## config.mk

```make
export PLATFORM = sky130hd
export DESIGN_NAME = display_sum4b
export DESIGN_NICKNAME = d
export VERILOG_FILES = /design/src/rtl/display_sum4b.sv
export SDC_FILE = /design/constraint.sdc
export NUM_CORES = 1
export LEC_CHECK = 0
export CAP_MARGIN = 10
export CORE_UTILIZATION = 45
export CTS_CLUSTER_SIZE = 16
export DETAILED_ROUTE_END_ITERATION = 6
export PLACE_DENSITY_LB_ADDON = 0.1
export SETUP_SLACK_MARGIN = 0.5
export SYNTH_ARGS = -nofsm -noshare
export SYNTH_HDL_FRONTEND = slang
export SYNTH_SLANG_ARGS = --single-unit
```

## constraint.sdc

```tcl
create_clock -name clk -period 5.11 [get_ports clk]
set_clock_uncertainty 0.1 [all_clocks]
set_input_delay 1.022 -clock clk [delete_from_list [all_inputs] [get_ports clk]]
set_output_delay 1.022 -clock clk [all_outputs]
set_load 0.05 [all_outputs]
```

## src/rtl/display_sum4b.sv

```systemverilog
// Two-digit seven-segment scanner for a 5-bit adder result {Co,Si}.
// Shows val/10 and val%10 on alternate slots of REFRESH_DIV cycles each, with registered outputs.
module display_sum4b #(
  parameter int REFRESH_DIV = 50000,
  parameter bit BLANK_ZERO  = 1'b1
) (
  input  logic       clk,
  input  logic       rst,
  input  logic [3:0] Si,
  input  logic       Co,
  input  logic       hold,
  output logic [6:0] SSeg,
  output logic [1:0] An
);

  localparam int CNT_W = (REFRESH_DIV > 2) ? $clog2(REFRESH_DIV) : 1;
  localparam logic [CNT_W-1:0] CNT_MAX = CNT_W'(REFRESH_DIV - 1);
  localparam logic [6:0] SEG_OFF = 7'b1111111;

  logic [4:0]       val_q;
  logic [CNT_W-1:0] cnt;
  logic             sel;
  logic [1:0]       tens;
  logic [3:0]       units;
  logic [1:0]       an_d;
  logic [6:0]       seg_d;

  function automatic logic [6:0] seg_code(input logic [3:0] d);
    case (d)
      4'd0:    seg_code = 7'b1000000;
      4'd1:    seg_code = 7'b1111001;
      4'd2:    seg_code = 7'b0100100;
      4'd3:    seg_code = 7'b0110000;
      4'd4:    seg_code = 7'b0011001;
      4'd5:    seg_code = 7'b0010010;
      4'd6:    seg_code = 7'b0000010;
      4'd7:    seg_code = 7'b1111000;
      4'd8:    seg_code = 7'b0000000;
      4'd9:    seg_code = 7'b0010000;
      default: seg_code = SEG_OFF;
    endcase
  endfunction

  // Range compare instead of a divider: val_q never exceeds 31, so tens is 0..3.
  always_comb begin
    tens  = 2'd0;
    units = val_q[3:0];
    if (val_q >= 5'd30) begin
      tens  = 2'd3;
      units = 4'(val_q - 5'd30);
    end else if (val_q >= 5'd20) begin
      tens  = 2'd2;
      units = 4'(val_q - 5'd20);
    end else if (val_q >= 5'd10) begin
      tens  = 2'd1;
      units = 4'(val_q - 5'd10);
    end
  end

  always_comb begin
    an_d  = 2'b10;
    seg_d = seg_code(units);
    if (sel) begin
      if (BLANK_ZERO && tens == 2'd0) begin
        an_d  = 2'b11;
        seg_d = SEG_OFF;
      end else begin
        an_d  = 2'b01;
        seg_d = seg_code({2'b00, tens});
      end
    end
  end

  always_ff @(posedge clk) begin
    if (!rst) begin
      val_q <= '0;
      cnt   <= '0;
      sel   <= 1'b0;
      An    <= 2'b11;
      SSeg  <= SEG_OFF;
    end else begin
      if (!hold) val_q <= {Co, Si};
      if (cnt == CNT_MAX) begin
        cnt <= '0;
        sel <= ~sel;
      end else begin
        cnt <= cnt + 1'b1;
      end
      An   <= an_d;
      SSeg <= seg_d;
    end
  end

endmodule
```

==> results.md, run 1 <==
- YS warnings: 0
- First-pass GRT wire length: 5660 um
- Post-DP HPWL: 2390 um
- Hold Vio Cnt, Final: 0
- Final slew viol count: 0
- Clk root buf: clkbuf_4
- WP buf/inv: 2
- Clock transition at path regs: 0.10 ns
- Setup TNS Final: 0 ns
- Top cells by count, synth: dfxtp_1 (31), nor2_1 (17), nand2_1 (12), xor2_1 (12), inv_1 (9)
- EDFF count, synth: 0
- Die area: 0.00391 mm^2
- Clk Latency, worst-skew pair: 0.33 ns
- Vias in the first global route: 1,276
- Cell Count, Final, Fillers Out: 243
- Worst reg-to-reg path cell count: 10
- Pwr Density: 307 mW/mm^2
- GRT Total Usage: 18.6%
- Leak: 0.767 nW
- CTS H-tree depth: 2
- Core Rows: 21
- CP Data Required Time: 5.23 ns
- DRC Markers: 0
- VDD IR max: 180 uV
- Syn Area/Cell: 9.05 um^2
- WL/cell: 13.1 um
- Final min period: 2.62 ns
- Register area share after synthesis: 37.7%
- Fillers: 330
- Die width: 62.5 um
- Placed Area: 0.00182 mm^2
- # nets final: 212
- Top-area cell type share of the netlist area: 37.7%
- Drt first-iter violations: 31
- Clk sinks: 31
- Fmax achieved: 382 MHz
- Initial core utilization: 48.2%
- Layout area overhead: 15.5%
- DR vias: 1,337
- Status: finished, final reports clean
- Initial antenna violation count: 0
- Cts bufs inserted: 5
- Vias per cell: 5.50
- Post-CTS Resized: 0
- Port Buffer Count: 16
- Async set-or-reset flop fraction in the synthesized netlist: 0%
- Worst Setup SP: val_q[1]
- Synth Net Count: 198
- FF-to-FF setup slack: 2.49 ns
- Hold Buf Count CTS: 0
- # setup viols final: 0
- Startpoint types: register
- Layout cell share with drive strength beyond 1: 9.14%
- RSZ-0062 raised after global routing: no
- CTS tree: yes
- Placer Congestion: 0.796
- Top cells by area, synth: dfxtp_1 (38%), xor2_1 (6.4%), ha_1 (6.1%), nor2_1 (3.9%), mux2i_1 (3.6%)
- Post-synth top flop: dfxtp_1
- Grt total ovfl: 0
- Clock buffer depth: 2
- Worst path depth: 10
- Largest net degree at the start of global routing: 16
- ANT nets after route: 0
- R2r endpoint: SSeg[5]
- Mapped Cells: 182
- Final Cell Area: 0.00190 mm^2
- Final period util: 51.3%
- CP max-delay cell: dfxtp_1
- Drt total wl: 3180 um
- Inst Count DP: 235
- Worst Path Max Fanout: 8
- Die height: 62.5 um
- Core area: 0.00342 mm^2
- Drt first pass iters: 4
- Post-synthesis cell type count: 49
- R2R Path Start: val_q[1]
- Crit end category: register
- Synth area leader: dfxtp_1
- CP Capture Point: SSeg[5]
- Max incr delay on CP: 0.48 ns
- Worst Path Arrival: 2.74 ns
- Setup Buffers After CTS: 0
- CP delay by family, top: compound AO/OA/AOI/OAI gates
- Post-Syn Area: 0.00165 mm^2
- Most common cell in the netlist: dfxtp_1
- Final Util: 55.7%
- CP most frequent cell: ha_1
- CP Class: reg -> reg
- I/O pins: 17
- Rel. slew slack: 65.8%
- Synthesized flop and latch total: 31
- # diodes: 0
- Max Cap Violations: 0
- Worst-path cell chain: inv_1, ha_1, nor2b_1, o311a_1, or2_1, a21oi_2, inv_2, ha_1, o32ai_2, nand2_1
- Tightest Pin Transition: 0.512 ns
- Worst min-delay path category: reg -> reg
==> metrics by stage <==
step	total power, W	setup slack (ns)	hold WS [ns]
after floorplan	0.000358	2.75	0.326
after CTS	0.000592	2.46	0.377
after global placement	0.000386	2.40	0.342
final	0.000584	2.49	0.369
after global routing	0.000617	2.26	0.400
after detailed placement	0.000390	2.40	0.350
==> cell type report <==
cell class | count | area, um^2 | area share, %
clock inverter | 2 | 35.0 | 1.84
inverter | 10 | 37.5 | 1.97
tap | 46 | 57.6 | 3.02
timing repair buffer | 16 | 160 | 8.42
sequential | 31 | 621 | 32.6
multi-input combinational | 132 | 941 | 49.4
clock buffer | 6 | 51.3 | 2.70
==> layout by cell type (no fill, tap or decap), drive strengths merged, types with 2 or more instances in the layout <==
cell type       n
clkbuf          6
and3            3
clkdlybuf4s50  16
o21ai           3
a31oi           2
o311a           2
nor2           17
a211oi          2
dfxtp          31
nand3b          2
mux2i           6
inv            10
and2            2
xor2           12
and4            3
nand2          12
nor3            5
nand2b          2
a21oi           6
nand3           7
o31ai           3
ha              8
nand4           4
nor2b           8
xnor2           4
==> power by group <==
group	internal (W)	total, W	leakage (nW)	switching, W
combinational	0.0000465	0.000119	0.465	0.0000727
clock	0.000116	0.000200	0.0482	0.0000847
sequential	0.000255	0.000265	0.254	0.0000104
==> worst register-to-register path, cell delays in order (launching register included) <==
cell and delay (ns):
dfxtp_1 0.48, inv_1 0.13, ha_1 0.20, nor2b_1 0.16, o311a_1 0.31, or2_1 0.22, a21oi_2 0.23, inv_2 0.07
ha_1 0.21, o32ai_2 0.29, nand2_1 0.08
==> kinds of logic after synthesis <==
| family | synth area share [%] |
|---|---|
| AOI/OAI and AO/OA | 16.5 |
| DFF | 37.7 |
| and+or+nand+nor | 22.4 |
| adders and majority gates | 6.07 |
| buffers and inverters | 5.24 |
| muxes | 3.64 |
| xor gates and xnor gates | 8.50 |
==> metal layers <==
metal  up-vias  global-route usage (%)  part of all wire [%]
li1        666                       -                     -
met1       625                    21.9                    46
met2        39                    30.2                    47
met3         7                    6.75                   4.6
met4         0                    7.85                   2.0
met5         -                       0                     0
==> how the worst min path moves through the flow <==
| stage | from | endpoint | slack [ns] | depth (start not counted) |
|---|---|---|---|---|
| floorplan | cnt[0] | cnt[0] | 0.33 | 1 |
| global placement | cnt[0] | cnt[0] | 0.34 | 1 |
| detailed placement | cnt[0] | cnt[0] | 0.35 | 1 |
| CTS | cnt[0] | cnt[0] | 0.38 | 1 |
| global route | cnt[0] | cnt[0] | 0.40 | 1 |
| finish | cnt[0] | cnt[0] | 0.37 | 1 |
==> flip-flops by register name (all words and copies together) (netlist names) <==
register and count:
SSeg 7, sel 1, val_q 5, cnt 16, An 2
(Power assumes the default switching activity.)
==> inputs of run 2 (changes only) <==
clock period = 2.6 ns   (was 5.11 ns; I/O delays follow)
==> run 2 against run 1 <==
Effect of this change: final cell count up 7.0%; non-clock buffer count up 17; register-to-register slack worse by 2.1 ns; global-route usage up 0.84 points; worst setup slack worse by 2.1 ns; fmax up 19%; clock power up 96%; critical path depth unchanged; first-iteration DRC count rose to 2.6 times the previous value; combinational power rose to 2.6 times the previous value; largest cell class unchanged.
==> results.md, run 2 (synthesis results as in run 1) <==
- Startpoint types: register
- Total chip power: 0.00123 W (+110%)
- Initial core utilization: 48.2% (unchanged)
- Hold Vio Cnt, Final: 0 (unchanged)
- Worst Path Max Fanout: 4 (-4)
- Die height: 62.5 um (unchanged)
- Final min period: 2.21 ns (-0.413 ns)
- Core Rows: 21 (unchanged)
- CTS H-tree depth: 2 (unchanged)
- Grt total ovfl: 0 (unchanged)
- WL/cell: 13.9 um (+6.3%)
- # setup viols final: 0 (unchanged)
- Vias per cell: 5.42 (-1.4%)
- First-pass GRT wire length: 6100 um (+7.7%)
- Layout cell share with drive strength beyond 1: 27.1% (+18 points)
- Commonest non-fill, non-tap cell in the layout: dfxtp_1
- Max reg flops: 16 (unchanged)
- Clk root buf: clkbuf_4
- Drt total wl: 3610 um (+14%)
- ANT nets after route: 0 (unchanged)
- Clk sinks: 31 (unchanged)
- Core area: 0.00342 mm^2 (unchanged)
- Setup TNS Final: 0 ns (unchanged)
- CP Data Required Time: 2.74 ns (-2.49 ns)
- I/O pins: 17 (unchanged)
- Worst min-delay path category: reg -> reg
- Hold Buf Count CTS: 0 (unchanged)
- Post-DP HPWL: 2320 um (-2.8%)
- DR vias: 1,410 (+5.5%)
- Most frequent cells in the layout: dfxtp_1 (26), nor2_1 (17), buf_4 (15)
- # diodes: 0 (unchanged)
- Pwr Density: 544 mW/mm^2 (+77%)
- Die area: 0.00391 mm^2 (unchanged)
- VDD IR max: 402 uV (+120%)
- Rel. slew slack: 65.3% (-0.47 points)
- Status: finished, final reports clean
- Leak: 0.932 nW (+22%)
- Clk Latency, worst-skew pair: 0.32 ns (about the same)
- Final slew viol count: 0 (unchanged)
- Final period util: 84.9% (+34 points)
- CTS tree: yes
- GRT Total Usage: 19.4% (+0.84 points)
- Cell Count, Final, Fillers Out: 260 (+7.0%)
- Drt first-iter violations: 81 (+160%)
- Port Buffer Count: 16 (unchanged)
- Placer Congestion: 0.863 (+8.4%)
- # nets final: 229 (+8.0%)
- Initial antenna violation count: 0 (unchanged)
- RSZ-0062 raised after global routing: yes
- Final Util: 66.1% (+10 points)
- Worst Path Arrival: 2.35 ns (-0.39 ns)
- Drt first pass iters: 4 (unchanged)
- Inst Count DP: 237 (+0.85%)
- DRC Markers: 0 (unchanged)
- Tightest Pin Transition: 0.520 ns (+0.00749 ns)
- Crit end category: register
- Clock transition at path regs: 0.10 ns (about the same)
- Clock buffer depth: 2 (unchanged)
- Vias in the first global route: 1,362 (+6.7%)
- Most flops, register: cnt
- Max Cap Violations: 0 (unchanged)
- Die width: 62.5 um (unchanged)
- Fmax achieved: 453 MHz (+19%)
- Layout area overhead: 37.0%
- Biggest regs: cnt x16, SSeg x7, val_q x5
- Largest net degree at the start of global routing: 16 (unchanged)
- Cts bufs inserted: 5 (unchanged)
- CP Class: reg -> reg
- Fillers: 259 (-22%)
[run 2: per-layer routing]
metal	track usage (%)	vias to the layer above	share of wire, %
met5	0	-	0
met4	8.14	0	1.0
li1	-	699	-
met3	4.56	4	5.1
met1	24.5	666	46
met2	31.4	41	48
[run 2: worst paths after layout]
path | end | from | slack, ns | cells after the start
min reg2reg | cnt[0] | cnt[0] | 0.37 | 1
min | cnt[0] | cnt[0] | 0.37 | 1
max reg2reg | SSeg[3] | val_q[1] | 0.39 | 10
max | SSeg[3] | val_q[1] | 0.39 | 10
[run 2: area by class of cell]
cell class / instances / area (um^2) / share of cell area (%)
inverters: 10 / 42.5 / 1.88
multi-input cells: 132 / 1120 / 49.7
well taps: 46 / 57.6 / 2.55
clock buffers: 6 / 51.3 / 2.27
clock inverters: 2 / 35.0 / 1.55
repair buffers: 33 / 318 / 14.1
flip-flops and latches: 31 / 632 / 28.0
[run 2: where the power goes]
group / internal, W / switching (W)
Sequential: 0.000500 / 0.0000207
Clock: 0.000227 / 0.000165
Combinational: 0.000141 / 0.000173
[run 2: what timing repair did]
item,in CTS,in global routing
setup endpoints to repair,7,16
pin swaps,3,9
gates resized for setup,13,29
buffers inserted,11,4
[run 2: through the flow]
step	setup slack, ns	hold slack, ns	instance area, um^2
floorplan	0.428	0.326	1690
global placement	0.279	0.341	1860
detailed placement	0.167	0.352	1860
CTS	0.353	0.374	2090
global route	0.321	0.390	2260
finish	0.392	0.371	2260
[run 2: critical path, stage by stage (launching register included)]
cell	delay (ns)
dfxtp_4	0.37
inv_4	0.05
ha_4	0.14
nor2b_4	0.12
o311a_1	0.32
or2_4	0.27
a21oi_4	0.16
inv_4	0.07
ha_4	0.27
inv_1	0.04
o311ai_2	0.22
==> inputs of run 3 (changes only) <==
clock period = 2.1 ns   (was 2.6 ns; I/O delays follow)
==> run 3 against run 2 <==
Effect of this change: the flow now finishes with violations (setup timing); sequential share of layout area fell by 1.1 points; hold slack got worse by 0.037 ns; total power rose by 23%; fmax rose by 0.35%; critical path depth rose by 1; via count rose by 2.4%; non-clock buffer count rose by 8; clock power rose by 16%.
==> results.md, run 3 (synthesis results as in run 1) <==
- Drt first-iter violations: 97 (+20%)
- # diodes: 0 (unchanged)
- Port Buffer Count: 16 (unchanged)
- Drt first pass iters: 4 (unchanged)
- Most frequent cells in the layout: dfxtp_1 (24), buf_4 (19), nor2_1 (17)
- CP Data Required Time: 2.25 ns (-0.49 ns)
- Hold Vio Cnt, Final: 0 (unchanged)
- Tightest Pin Transition: 0.460 ns (-0.0592 ns)
- Met1 WL: 1650 um (-0.78%)
- Final slew viol count: 0 (unchanged)
- Status: finished, violations left
- Area of the multi-input gates: 0.00116 mm^2 (+3.1%)
- Total chip power: 0.00151 W (+23%)
- Startpoint types: register
- Leak: 0.931 nW (about the same)
- Final Cell Area: 0.00236 mm^2 (+4.6%)
- Final min period: 2.20 ns (-0.00763 ns)
- Clock buffer depth: 2 (unchanged)
- First-pass GRT wire length: 6240 um (+2.4%)
- Worst Path Max Fanout: 3 (-1)
- CTS tree: yes
- Placed Area: 0.00199 mm^2 (+6.9%)
- I/O pins: 17 (unchanged)
- Largest net degree at the start of global routing: 12 (-4)
- Failing checks: setup timing
- # setup viols final: 7 (+7)
- Worst hold slack: 0.334 ns (-0.0370 ns)
- Metal3 WL: 133 um (-28%)
- Rel. slew slack: 69.0% (+3.7 points)
- Commonest non-fill, non-tap cell in the layout: dfxtp_1
- Initial core utilization: 48.2% (unchanged)
- Routed met2 length: 1840 um (+6.9%)
- Drt total wl: 3680 um (+1.7%)
- Final worst-path setup slack: -0.100 ns (-0.492 ns)
- WL/cell: 13.7 um (-1.7%)
- Placer Congestion: 0.807 (-6.4%)
- Area occupied by registers: 634 um^2 (+0.40%)
- Die width: 62.5 um (unchanged)
- Cts bufs inserted: 5 (unchanged)
- Clk root buf: clkbuf_4
- Worst min-delay path category: reg -> reg
- VDD IR max: 308 uV (-23%)
- Biggest regs: cnt x16, SSeg x7, val_q x5
- Max reg flops: 16 (unchanged)
- Fillers: 261 (+0.77%)
- Most flops, register: cnt
- Crit end category: register
- Fmax achieved: 454 MHz (+0.35%)
- Hold Buf Count CTS: 0 (unchanged)
- Final period util: 105% (+20 points)
- Die area: 0.00391 mm^2 (unchanged)
- Worst Path Arrival: 2.35 ns (about the same)
- DR top layer: met4
- Post-DP HPWL: 2520 um (+8.4%)
- GRT Total Usage: 20.0% (+0.59 points)
- Core Rows: 21 (unchanged)
- Max Cap Violations: 0 (unchanged)
- CTS H-tree depth: 2 (unchanged)
- DRC Markers: 0 (unchanged)
- Clk Latency, worst-skew pair: 0.34 ns (+0.02 ns)
- CP Class: reg -> reg
- Initial antenna violation count: 0 (unchanged)
- Clock transition at path regs: 0.11 ns (about the same)
- Clk sinks: 31 (unchanged)
- RSZ-0062 raised after global routing: yes
- DR vias: 1,444 (+2.4%)
- # nets final: 238 (+3.9%)
- ANT nets after route: 0 (unchanged)
- Die height: 62.5 um (unchanged)
- Pre-CTS WS: -0.0662 ns (-0.233 ns)
- Layout cell share with drive strength beyond 1: 37.2% (+10 points)
- Pwr Density: 641 mW/mm^2 (+18%)
- Vias per cell: 5.37 (-1.0%)
- Layout area overhead: 43.3%
- Core area: 0.00342 mm^2 (unchanged)
- Vias in the first global route: 1,388 (+1.9%)
- Grt total ovfl: 0 (unchanged)
-- run 3: cell types whose count changed in the layout (fill, tap and decap cells not counted), sizes merged --
cell           previous run  this run
nand2                    12        13
bufinv                    1         0
buf                      17        25
dlymetal6s2s              9         0
clkdlybuf4s18             0         1
clkdlybuf4s15             0         8
clkbuf                    6         7
-- run 3: final timing paths --
path         slack (ns)  depth (start not counted)  endpoint      from
max               -0.10                         11   SSeg[0]  val_q[1]
min                0.33                          1    cnt[0]    cnt[0]
max reg2reg       -0.10                         11   SSeg[0]  val_q[1]
min reg2reg        0.33                          1    cnt[0]    cnt[0]
-- run 3: worst max-delay path: stages, from the launching register on --
cell,delay [ns]
dfxtp_4,0.38
inv_4,0.04
ha_4,0.14
nor2b_4,0.13
o311a_1,0.30
or2_1,0.23
a21oi_2,0.17
inv_2,0.10
buf_4,0.15
buf_6,0.10
buf_6,0.10
o31ai_2,0.17
-- run 3: per-stage QoR --
step           TNS [ns]  instances  util (%)
2_1_floorplan    -0.104        182         -
3_3_place_gp    -0.0511        250      58.3
3_5_place_dp     -0.181        250      58.3
4_1_cts          -0.392        265      65.1
5_1_grt           -1.07        269      69.1
6_report         -0.477        269      69.1
-- run 3: layer usage --
metal  GRT usage, %  vias up
met3           5.11        6
met2           34.0       35
li1               -      723
met1           23.9      680
met5              0        -
met4           7.85        0
-- run 3: area by class of cell --
type | instances | share of cell area, %
clock buffers | 7 | 3.23
clock inverters | 1 | 0.212
inverters | 10 | 1.80
multi-input cells | 133 | 49.0
flip-flops and latches | 31 | 26.9
well taps | 46 | 2.44
repair buffers | 41 | 16.5
-- run 3: power by group --
| part | switching, W | internal [W] |
|---|---|---|
| logic | 0.000224 | 0.000188 |
| registers | 0.0000257 | 0.000620 |
| clock network | 0.000221 | 0.000233 |
| total | 0.000471 | 0.00104 |
-- run 3: what timing repair did --
item | 4_1_cts | 5_1_grt
pin swaps | 12 | 11
gates resized for setup | 44 | 23
gates cloned | 1 | 0
setup endpoints to repair | 32 | 18
buffers inserted | 6 | 4
